File: config.mk
export PLATFORM = sky130hd
export DESIGN_NAME = decode_queue
export DESIGN_NICKNAME = d
export VERILOG_FILES = /design/src/rtl/types_pkg.sv /design/src/rtl/decode_lane.sv /design/src/rtl/decode_queue.sv
export SDC_FILE = /design/constraint.sdc
export NUM_CORES = 2
export LEC_CHECK = 0
export ABC_AREA = 1
export BUFFER_PORTS_ARGS = -buffer_cell sky130_fd_sc_hd__buf_2
export CORE_ASPECT_RATIO = 1.5
export CORE_MARGIN = 2
export CORE_UTILIZATION = 35
export CTS_BUF_LIST = sky130_fd_sc_hd__clkbuf_8
export DETAILED_ROUTE_END_ITERATION = 6
export PLACE_DENSITY = 0.5
export RECOVER_POWER = 100
export SLEW_MARGIN = 5
export SYNTH_ARGS = -nofsm -noshare
export SYNTH_HDL_FRONTEND = slang
export SYNTH_HIERARCHICAL = 1
export SYNTH_SLANG_ARGS = --single-unit
File: constraint.sdc
create_clock -name clk -period 6.48 [get_ports clk]
set_clock_uncertainty 0.15 [all_clocks]
set_input_delay 0.648 -clock clk [delete_from_list [all_inputs] [get_ports clk]]
set_output_delay 0.648 -clock clk [all_outputs]
set_load 0.01 [all_outputs]
File: src/rtl/types_pkg.sv
// Shared decode types, queue defaults and the immediate generator.
package types_pkg;

    localparam int DEC_FETCH_WIDTH = 2;
    localparam int DEC_QUEUE_DEPTH = 8;

    localparam logic [6:0] OP_R      = 7'b0110011;
    localparam logic [6:0] OP_I      = 7'b0010011;
    localparam logic [6:0] OP_LOAD   = 7'b0000011;
    localparam logic [6:0] OP_STORE  = 7'b0100011;
    localparam logic [6:0] OP_BRANCH = 7'b1100011;
    localparam logic [6:0] OP_LUI    = 7'b0110111;
    localparam logic [6:0] OP_AUIPC  = 7'b0010111;
    localparam logic [6:0] OP_JAL    = 7'b1101111;
    localparam logic [6:0] OP_JALR   = 7'b1100111;

    typedef enum logic [1:0] {
        ALU_ADD = 2'b00,
        ALU_BR  = 2'b01,
        ALU_R   = 2'b10,
        ALU_I   = 2'b11
    } alu_op_e;

    typedef struct packed {
        logic [31:0] pc;
        logic [4:0]  rs1;
        logic [4:0]  rs2;
        logic [4:0]  rd;
        logic [31:0] imm;
        alu_op_e     alu_op;
        logic [6:0]  opcode;
        logic        fu_mem;
        logic        fu_alu;
    } decode_data;

    typedef struct packed {
        logic [DEC_FETCH_WIDTH-1:0][31:0] instr;
        logic [31:0]                      pc;
        logic [DEC_FETCH_WIDTH-1:0]       valid;
    } fetch_bundle_t;

    function automatic logic [31:0] imm_gen(input logic [31:0] i);
        logic [31:0] imm;
        case (i[6:0])
            OP_I, OP_LOAD, OP_JALR:
                imm = {{20{i[31]}}, i[31:20]};
            OP_STORE:
                imm = {{20{i[31]}}, i[31:25], i[11:7]};
            OP_BRANCH:
                imm = {{19{i[31]}}, i[31], i[7], i[30:25], i[11:8], 1'b0};
            OP_LUI, OP_AUIPC:
                imm = {i[31:12], 12'b0};
            OP_JAL:
                imm = {{11{i[31]}}, i[31], i[19:12], i[20], i[30:21], 1'b0};
            default:
                imm = '0;
        endcase
        return imm;
    endfunction

endpackage

File: src/rtl/decode_lane.sv
// One combinational decode lane: raw instruction + pc -> decode_data.
module decode_lane import types_pkg::*; (
    input  logic [31:0] instr,
    input  logic [31:0] pc,
    output decode_data  dec
);

    logic [6:0] op;
    logic       use_rs1;
    logic       use_rs2;
    logic       use_rd;
    alu_op_e    alu_op;
    logic       fu_mem;
    logic       fu_alu;

    always_comb begin
        op      = instr[6:0];
        use_rs1 = 1'b0;
        use_rs2 = 1'b0;
        use_rd  = 1'b0;
        alu_op  = ALU_ADD;
        fu_mem  = 1'b0;
        fu_alu  = 1'b0;
        case (op)
            OP_R: begin
                use_rs1 = 1'b1; use_rs2 = 1'b1; use_rd = 1'b1;
                alu_op  = ALU_R; fu_alu = 1'b1;
            end
            OP_I: begin
                use_rs1 = 1'b1; use_rd = 1'b1;
                alu_op  = ALU_I; fu_alu = 1'b1;
            end
            OP_LOAD: begin
                use_rs1 = 1'b1; use_rd = 1'b1; fu_mem = 1'b1;
            end
            OP_STORE: begin
                use_rs1 = 1'b1; use_rs2 = 1'b1; fu_mem = 1'b1;
            end
            OP_BRANCH: begin
                use_rs1 = 1'b1; use_rs2 = 1'b1;
                alu_op  = ALU_BR; fu_alu = 1'b1;
            end
            OP_LUI, OP_AUIPC, OP_JAL: begin
                use_rd = 1'b1; fu_alu = 1'b1;
            end
            OP_JALR: begin
                use_rs1 = 1'b1; use_rd = 1'b1; fu_alu = 1'b1;
            end
            default: ;
        endcase
    end

    // Unused register fields are zeroed so rename sees no false dependencies.
    always_comb begin
        dec        = '0;
        dec.pc     = pc;
        dec.rs1    = use_rs1 ? instr[19:15] : 5'd0;
        dec.rs2    = use_rs2 ? instr[24:20] : 5'd0;
        dec.rd     = use_rd  ? instr[11:7]  : 5'd0;
        dec.imm    = imm_gen(instr);
        dec.alu_op = alu_op;
        dec.opcode = op;
        dec.fu_mem = fu_mem;
        dec.fu_alu = fu_alu;
    end

endmodule

File: src/rtl/decode_queue.sv
// Multi-lane decode stage feeding an in-order output FIFO.
// Optional zero-latency empty-queue bypass: define DECODE_BYPASS_EN.
module decode_queue import types_pkg::*; #(
    parameter int FETCH_WIDTH = DEC_FETCH_WIDTH,
    parameter int DEPTH       = DEC_QUEUE_DEPTH
) (
    input  logic                        clk,
    input  logic                        reset,
    input  logic [FETCH_WIDTH-1:0][31:0] instr,
    input  logic [31:0]                 pc_in,
    input  logic [FETCH_WIDTH-1:0]      valid_in,
    output logic                        ready_in,
    input  logic                        flush,
    input  logic                        ready_out,
    output logic                        valid_out,
    output decode_data                  data_out
);

    localparam int PW = (DEPTH > 1) ? $clog2(DEPTH) : 1;
    localparam int CW = $clog2(DEPTH + 1);

    decode_data    lane_dec [FETCH_WIDTH];
    decode_data    mem_q    [DEPTH];
    decode_data    mem_d    [DEPTH];
    logic [PW-1:0] wr_ptr_q, wr_ptr_d;
    logic [PW-1:0] rd_ptr_q, rd_ptr_d;
    logic [PW-1:0] wr_idx;
    logic [CW-1:0] count_q, count_d;
    logic [CW-1:0] n_push;
    logic          ready_q, ready_d;
    logic          run;
    logic          push;
    logic          pop;
    logic          bypass;

    for (genvar g = 0; g < FETCH_WIDTH; g++) begin : g_lane
        decode_lane u_lane (
            .instr (instr[g]),
            .pc    (pc_in + 32'(4 * g)),
            .dec   (lane_dec[g])
        );
    end

    // Only the contiguous run of valid lanes starting at lane 0 counts.
    always_comb begin
        n_push = '0;
        run    = 1'b1;
        for (int i = 0; i < FETCH_WIDTH; i++) begin
            run = run & valid_in[i];
            if (run) n_push = n_push + CW'(1);
        end
    end

`ifdef DECODE_BYPASS_EN
    assign bypass = (count_q == '0) && valid_in[0] && ready_q
                    && ready_out && !flush;
`else
    assign bypass = 1'b0;
`endif

    always_comb begin
        mem_d    = mem_q;
        push     = valid_in[0] && ready_q;
        pop      = (count_q != '0) && ready_out;
        wr_idx   = wr_ptr_q;
        wr_ptr_d = wr_ptr_q;
        rd_ptr_d = rd_ptr_q;
        count_d  = count_q;
        if (flush) begin
            wr_ptr_d = '0;
            rd_ptr_d = '0;
            count_d  = '0;
        end else begin
            for (int i = 0; i < FETCH_WIDTH; i++) begin
                if (push && (CW'(i) < n_push) && !(bypass && i == 0)) begin
                    mem_d[wr_idx] = lane_dec[i];
                    wr_idx        = wr_idx + PW'(1);
                end
            end
            wr_ptr_d = wr_idx;
            if (pop) rd_ptr_d = rd_ptr_q + PW'(1);
            count_d = count_q + (push ? n_push : CW'(0))
                      - CW'(bypass) - CW'(pop);
        end
        ready_d = (DEPTH - int'(count_d)) >= FETCH_WIDTH;
    end

    always_comb begin
        valid_out = (count_q != '0) || bypass;
        data_out  = '0;
        if (bypass) begin
            data_out = lane_dec[0];
        end else if (count_q != '0) begin
            data_out = mem_q[rd_ptr_q];
        end
    end

    assign ready_in = ready_q;

    always_ff @(posedge clk or posedge reset) begin
        if (reset) begin
            wr_ptr_q <= '0;
            rd_ptr_q <= '0;
            count_q  <= '0;
            ready_q  <= 1'b0;
        end else begin
            wr_ptr_q <= wr_ptr_d;
            rd_ptr_q <= rd_ptr_d;
            count_q  <= count_d;
            ready_q  <= ready_d;
        end
    end

    // Storage needs no reset: an entry is only visible while count covers it.
    always_ff @(posedge clk) begin
        mem_q <= mem_d;
    end

endmodule

# == Yosys cells after proc, flatten, opt, wreduce, memory -nomap -nowiden ==
# Index checks and enable logic that the tools add are counted.
# word_totals
memories,0
mem_bits_ro,0
output_inout_bits,92
ff_bits,731
input_bits,102
mem_bits_rw,0
latchBits,0
word_cells,179
# op_classes
bitwise,4
n_eq_ne,18
n_reduce_logical,22
n_mul,0
muxes,43
order_cmp,8
div_mod_pow,0
addsub,8
shift,0
# ops
operator,n
$mux W720,3
$bwmux W720,2
$demux W90 S3,2
$mux W90,5
$pmux W32 S5,2
$bmux W90 S3,1
$eq A7 B6 Y1 const B,6
$eq A7 B7 Y1 const B,6
$add A32 B3 Y32 const B,1
$mux W5,6
$eq A7 B5 Y1 const B,4
$reduce_or A7 Y1,4
$mux W3,6
$eq A7 B2 Y1 const B,2
$ge A4 B4 Y1 const B,3
$not A3 Y4,3
$pmux W2 S3,2
$reduce_or A3 Y1,4
$reduce_or A6 Y1,2
$mux W1,11
$add A3 B1 Y3 const B,3
$lt A4 B1 Y1 const B,2
$reduce_or A2 Y1,4
$logic_and A1 B1 Y1,6
12 further kinds,13

# == Depth between registers and ports, before layout ==
# depth
depth_word,14
mapped_depth,20
depth_no_buf,20

# == Hierarchy ==
# The synthesis kept the hierarchy.
# modules_own_cells
module,seq_area_each_um2,area_each_um2,instances,cells_per_inst
decode_queue,21896.0,44437.6,1,5861
decode_lane,0.0,1052.3,2,205

# == Worst setup path before layout ==
# OpenSTA, ideal clock, no wires.
# synth_timing
path_type,input-to-reg
from,input port flush
to,"register mem_q[0] in the netlist's numbering, enable pin"
n_path_buf,0
setup_time_ps,5650
path_stages,1
required_time_ps,680
arrival_ps,13780
setup_slack_ps,-13101
cell_sequence,clkinv_1
# synth_rtl
item,line,source
start: declaration,decode_queue.sv:13,"input logic flush,"
end signal: assignment,decode_queue.sv:116,mem_q <= mem_d;
end: declaration,decode_queue.sv:23,decode_data mem_q [DEPTH];
# No word-level cell between the ends.

==> flow_summary.ini <==
[outcome]
status = complete, but fails checks
violations = capacitance limit, slew limit

[synthesis]
synthesis.nets = 6386
synth-edff-count = 720
postSynthRegisterBits = 731
synth_xor_xnor_area_share = 0.00489
synth-simple-area-share = 0.214
syn-cell-area_mm2 = 0.0465
multiplexer_area_fraction_after_synthesis = 0
yosysTopAreaCellShare = 0.465
synth_compound_area_frac = 0.226
postSynthCellCount = 6271
synth-adder-area-share = 0.00366
largest_family_of_logic_cells_by_synthesized_area = compound AO/OA/AOI/OAI gates
ys_dominant_reg_cell = sky130_fd_sc_hd__edfxtp_1
ys_types = 35
synth_area_leaders = sky130_fd_sc_hd__edfxtp_1, sky130_fd_sc_hd__o21ai_0, sky130_fd_sc_hd__nand2_1
portion_of_the_post_synthesis_area_used_by_sequential_elements = 0.470
synth_area_per_cell_um2 = 7.42
post-synth-top-area-cell = sky130_fd_sc_hd__edfxtp_1
yosys_warnings = 6
synth-async-reset-ratio = 0.0150

[pwr]
max-vdd-ir-drop_uv = 219
power_density_mw_per_mm2 = 324
reported_leakage_power_nw = 21.0

[hold_path]
worstHoldStart = pc_in[1]
worstHoldPathType = in2reg
hold-path-cell-count = 3
hold_path_sink = mem_q[149]$_DFFE_PN_

[floorplan]
design.die.area_mm2 = 0.136
num_io_pins = 194
starting_density_of_the_core = 0.353
floorplan.rows = 163
chipWidth_um = 302
die_h_um = 451
design.core.area_mm2 = 0.132

[finish]
finalNetCount = 6219
final-instance-count-excl-fill = 7939
area_delta_synth_final_pct = 7.09
post-route-util = 0.378
final_common_cell = sky130_fd_sc_hd__o21ai_0
layout_common_cells = sky130_fd_sc_hd__o21ai_0, sky130_fd_sc_hd__nand2_1, sky130_fd_sc_hd__nor2_1
layout-drive-gt1-share = 0.0594

[clocking]
clock_sink_count = 731
clk-insertion-delay-late_ps = 870
cts_setup_buffers = 0
htree_num_levels = 4
cts_made_buffers = 138
cts.repair.resized = 0
cts_buffer_depth = 3
clk_pin_slew_ps = 60
cts_hold_buffers = 4
cts_tree = built
root_buffer = sky130_fd_sc_hd__clkbuf_8

[flow_run]
timing.max_cap.violations = 11

[global_route]
grt_overflow_total = 0
wire_length_of_the_first_global_routing_pass_um = 256000
number_of_antenna_violations_at_the_first_check_in_global_routing = 8
grt.total_usage = 0.248
number_of_global_route_vias_before_repair = 39400
grt_max_degree = 273

[timing]
timing.setup.tns_ps = 0
worst_pin_slew_ps = 3770
max_slew_violations = 1245
final_period_minus_worst_setup_slack_ps = 5500
post-route-worst-setup-slack_ps = 977
rsz0062_at_grt = false
max_clock_freq_mhz = 182
final_hold_vio_count = 0
final_cycle_share = 0.849
finalSetupViolations = 0
slew_headroom = -1.51

[routing]
detail_route.first_pass.iterations = 6
detail_route.wirelength_um = 173000
drt-wirelength-per-cell_um = 21.9
first_iter_violations = 4564
num_vias = 42900
route.detailed.drc = 0
routed_via_density = 5.41
ant_nets = 0

[worst_setup_path]
timing.critical_path.from = count_q[2]$_DFF_PP0_
endpoint_kind = output pin
cpLargestDelayFamily = simple AND/OR/NAND/NOR gates
worst_ep_arrival_time_ps = 4700
critical_path.max_stage_delay_ps = 1230
worstSetupStartpointType = flop
terminus_of_the_critical_flop_to_flop_path = mem_q[133]$_DFFE_PN_
timing.critical_path.slowest_stage_cell = sky130_fd_sc_hd__clkbuf_2
worstPathMaxFanout = 38
setup.reg_to_reg.worst_slack_ps = 1260
cells_along_the_critical_path = inv_1, ha_1, nand2_1, clkbuf_2, o21ai_0, nor2_1, clkbuf_1
required_ps = 5680
crit-reg2reg-launch = wr_ptr_q[1]$_DFF_PP0_
worstRegToRegCells = 9
start_to_end_type_of_the_worst_setup_path = reg2out
path_buf_inv = 3

[place]
placed_wire_length_estimate_um = 93200
place.detailed.instances = 7692
place.gp.congestion = 0.886
place_worst_setup_slack_ps = 2440
numPortBuffers = 193
metal layers:
layer  routed length, µm  global-route usage
met1               73600               0.327
met2               82900               0.417
met3               12000              0.0359
met4                4970              0.0794
met5                  33                   0
sequential cells by signal, indices dropped and copies added (netlist names):
name	cells
count_q	4
mem_q	720
rd_ptr_q	3
ready_in	1
wr_ptr_q	3
metrics by stage:
step	cell area [µm²]	hold slack (ps)	power [mW]
after floorplan	46500	350	10.0
after global placement	47700	488	12.1
after detailed placement	47700	494	12.1
after CTS	50100	32.0	16.4
after global routing	49800	118	17.2
final	49800	109	16.1
power by group:
group | internal [mW] | switching (mW)
clock network | 2.06 | 2.17
logic | 1.60 | 3.89
registers | 6.06 | 0.358
cell type report:
cell class | count | area (µm²)
fillers | 14100 | 81900
flip-flops and latches | 731 | 21900
multi-input cells | 4704 | 20900
well taps | 1732 | 2170
clock buffers | 146 | 2010
repair buffers | 239 | 1340
inverters | 290 | 1100
clock inverters | 89 | 379
diodes | 8 | 20.0
cell families (layout without fill, tap and decap cells):
logic type,after synthesis,after routing
simple gates,2571,2571
compound gates,2094,2094
buf+inv,836,764
flops,731,731
xor+xnor,26,26
fa+ha+maj,13,13
other cells,0,8
synth_stat cells (6+ instances only):
cell type and count:
sky130_fd_sc_hd__o21ai_1 27, sky130_fd_sc_hd__nand2_1 1597, sky130_fd_sc_hd__buf_4 98, sky130_fd_sc_hd__nand3_1 90, sky130_fd_sc_hd__nor3_1 18, sky130_fd_sc_hd__clkbuf_1 256
sky130_fd_sc_hd__buf_2 173, sky130_fd_sc_hd__nand2_2 23, sky130_fd_sc_hd__dfrtp_1 11, sky130_fd_sc_hd__o21ai_0 2053, sky130_fd_sc_hd__a21oi_1 8, sky130_fd_sc_hd__edfxtp_1 720
sky130_fd_sc_hd__nor2_1 812, sky130_fd_sc_hd__buf_6 7, sky130_fd_sc_hd__nand4_1 6, sky130_fd_sc_hd__nor2_2 12, sky130_fd_sc_hd__xor2_1 19, sky130_fd_sc_hd__ha_1 12
sky130_fd_sc_hd__xnor2_1 7, sky130_fd_sc_hd__inv_1 284, sky130_fd_sc_hd__buf_1 12
worst max path at each step:
stage | end | cells past startpoint
after global placement | data_out[56] | 7
after floorplan | ready_in$_DFF_PP0_ | 7
after detailed placement | data_out[1] | 7
after global routing | mem_q[599]$_DFFE_PN_ | 4
after CTS | data_out[1] | 7
final | data_out[13] | 7
worst register-to-register path: stages (launching register included):
cell and delay, ps:
sky130_fd_sc_hd__dfrtp_1 440, sky130_fd_sc_hd__ha_1 300, sky130_fd_sc_hd__inv_1 30, sky130_fd_sc_hd__o21ai_0 500
sky130_fd_sc_hd__clkinv_1 270, sky130_fd_sc_hd__nor2_1 400, sky130_fd_sc_hd__nand2_2 1510, sky130_fd_sc_hd__buf_4 1010
sky130_fd_sc_hd__nand2_1 170, sky130_fd_sc_hd__o21ai_0 120
No activity file was read; power rests on OpenSTA's default activity.
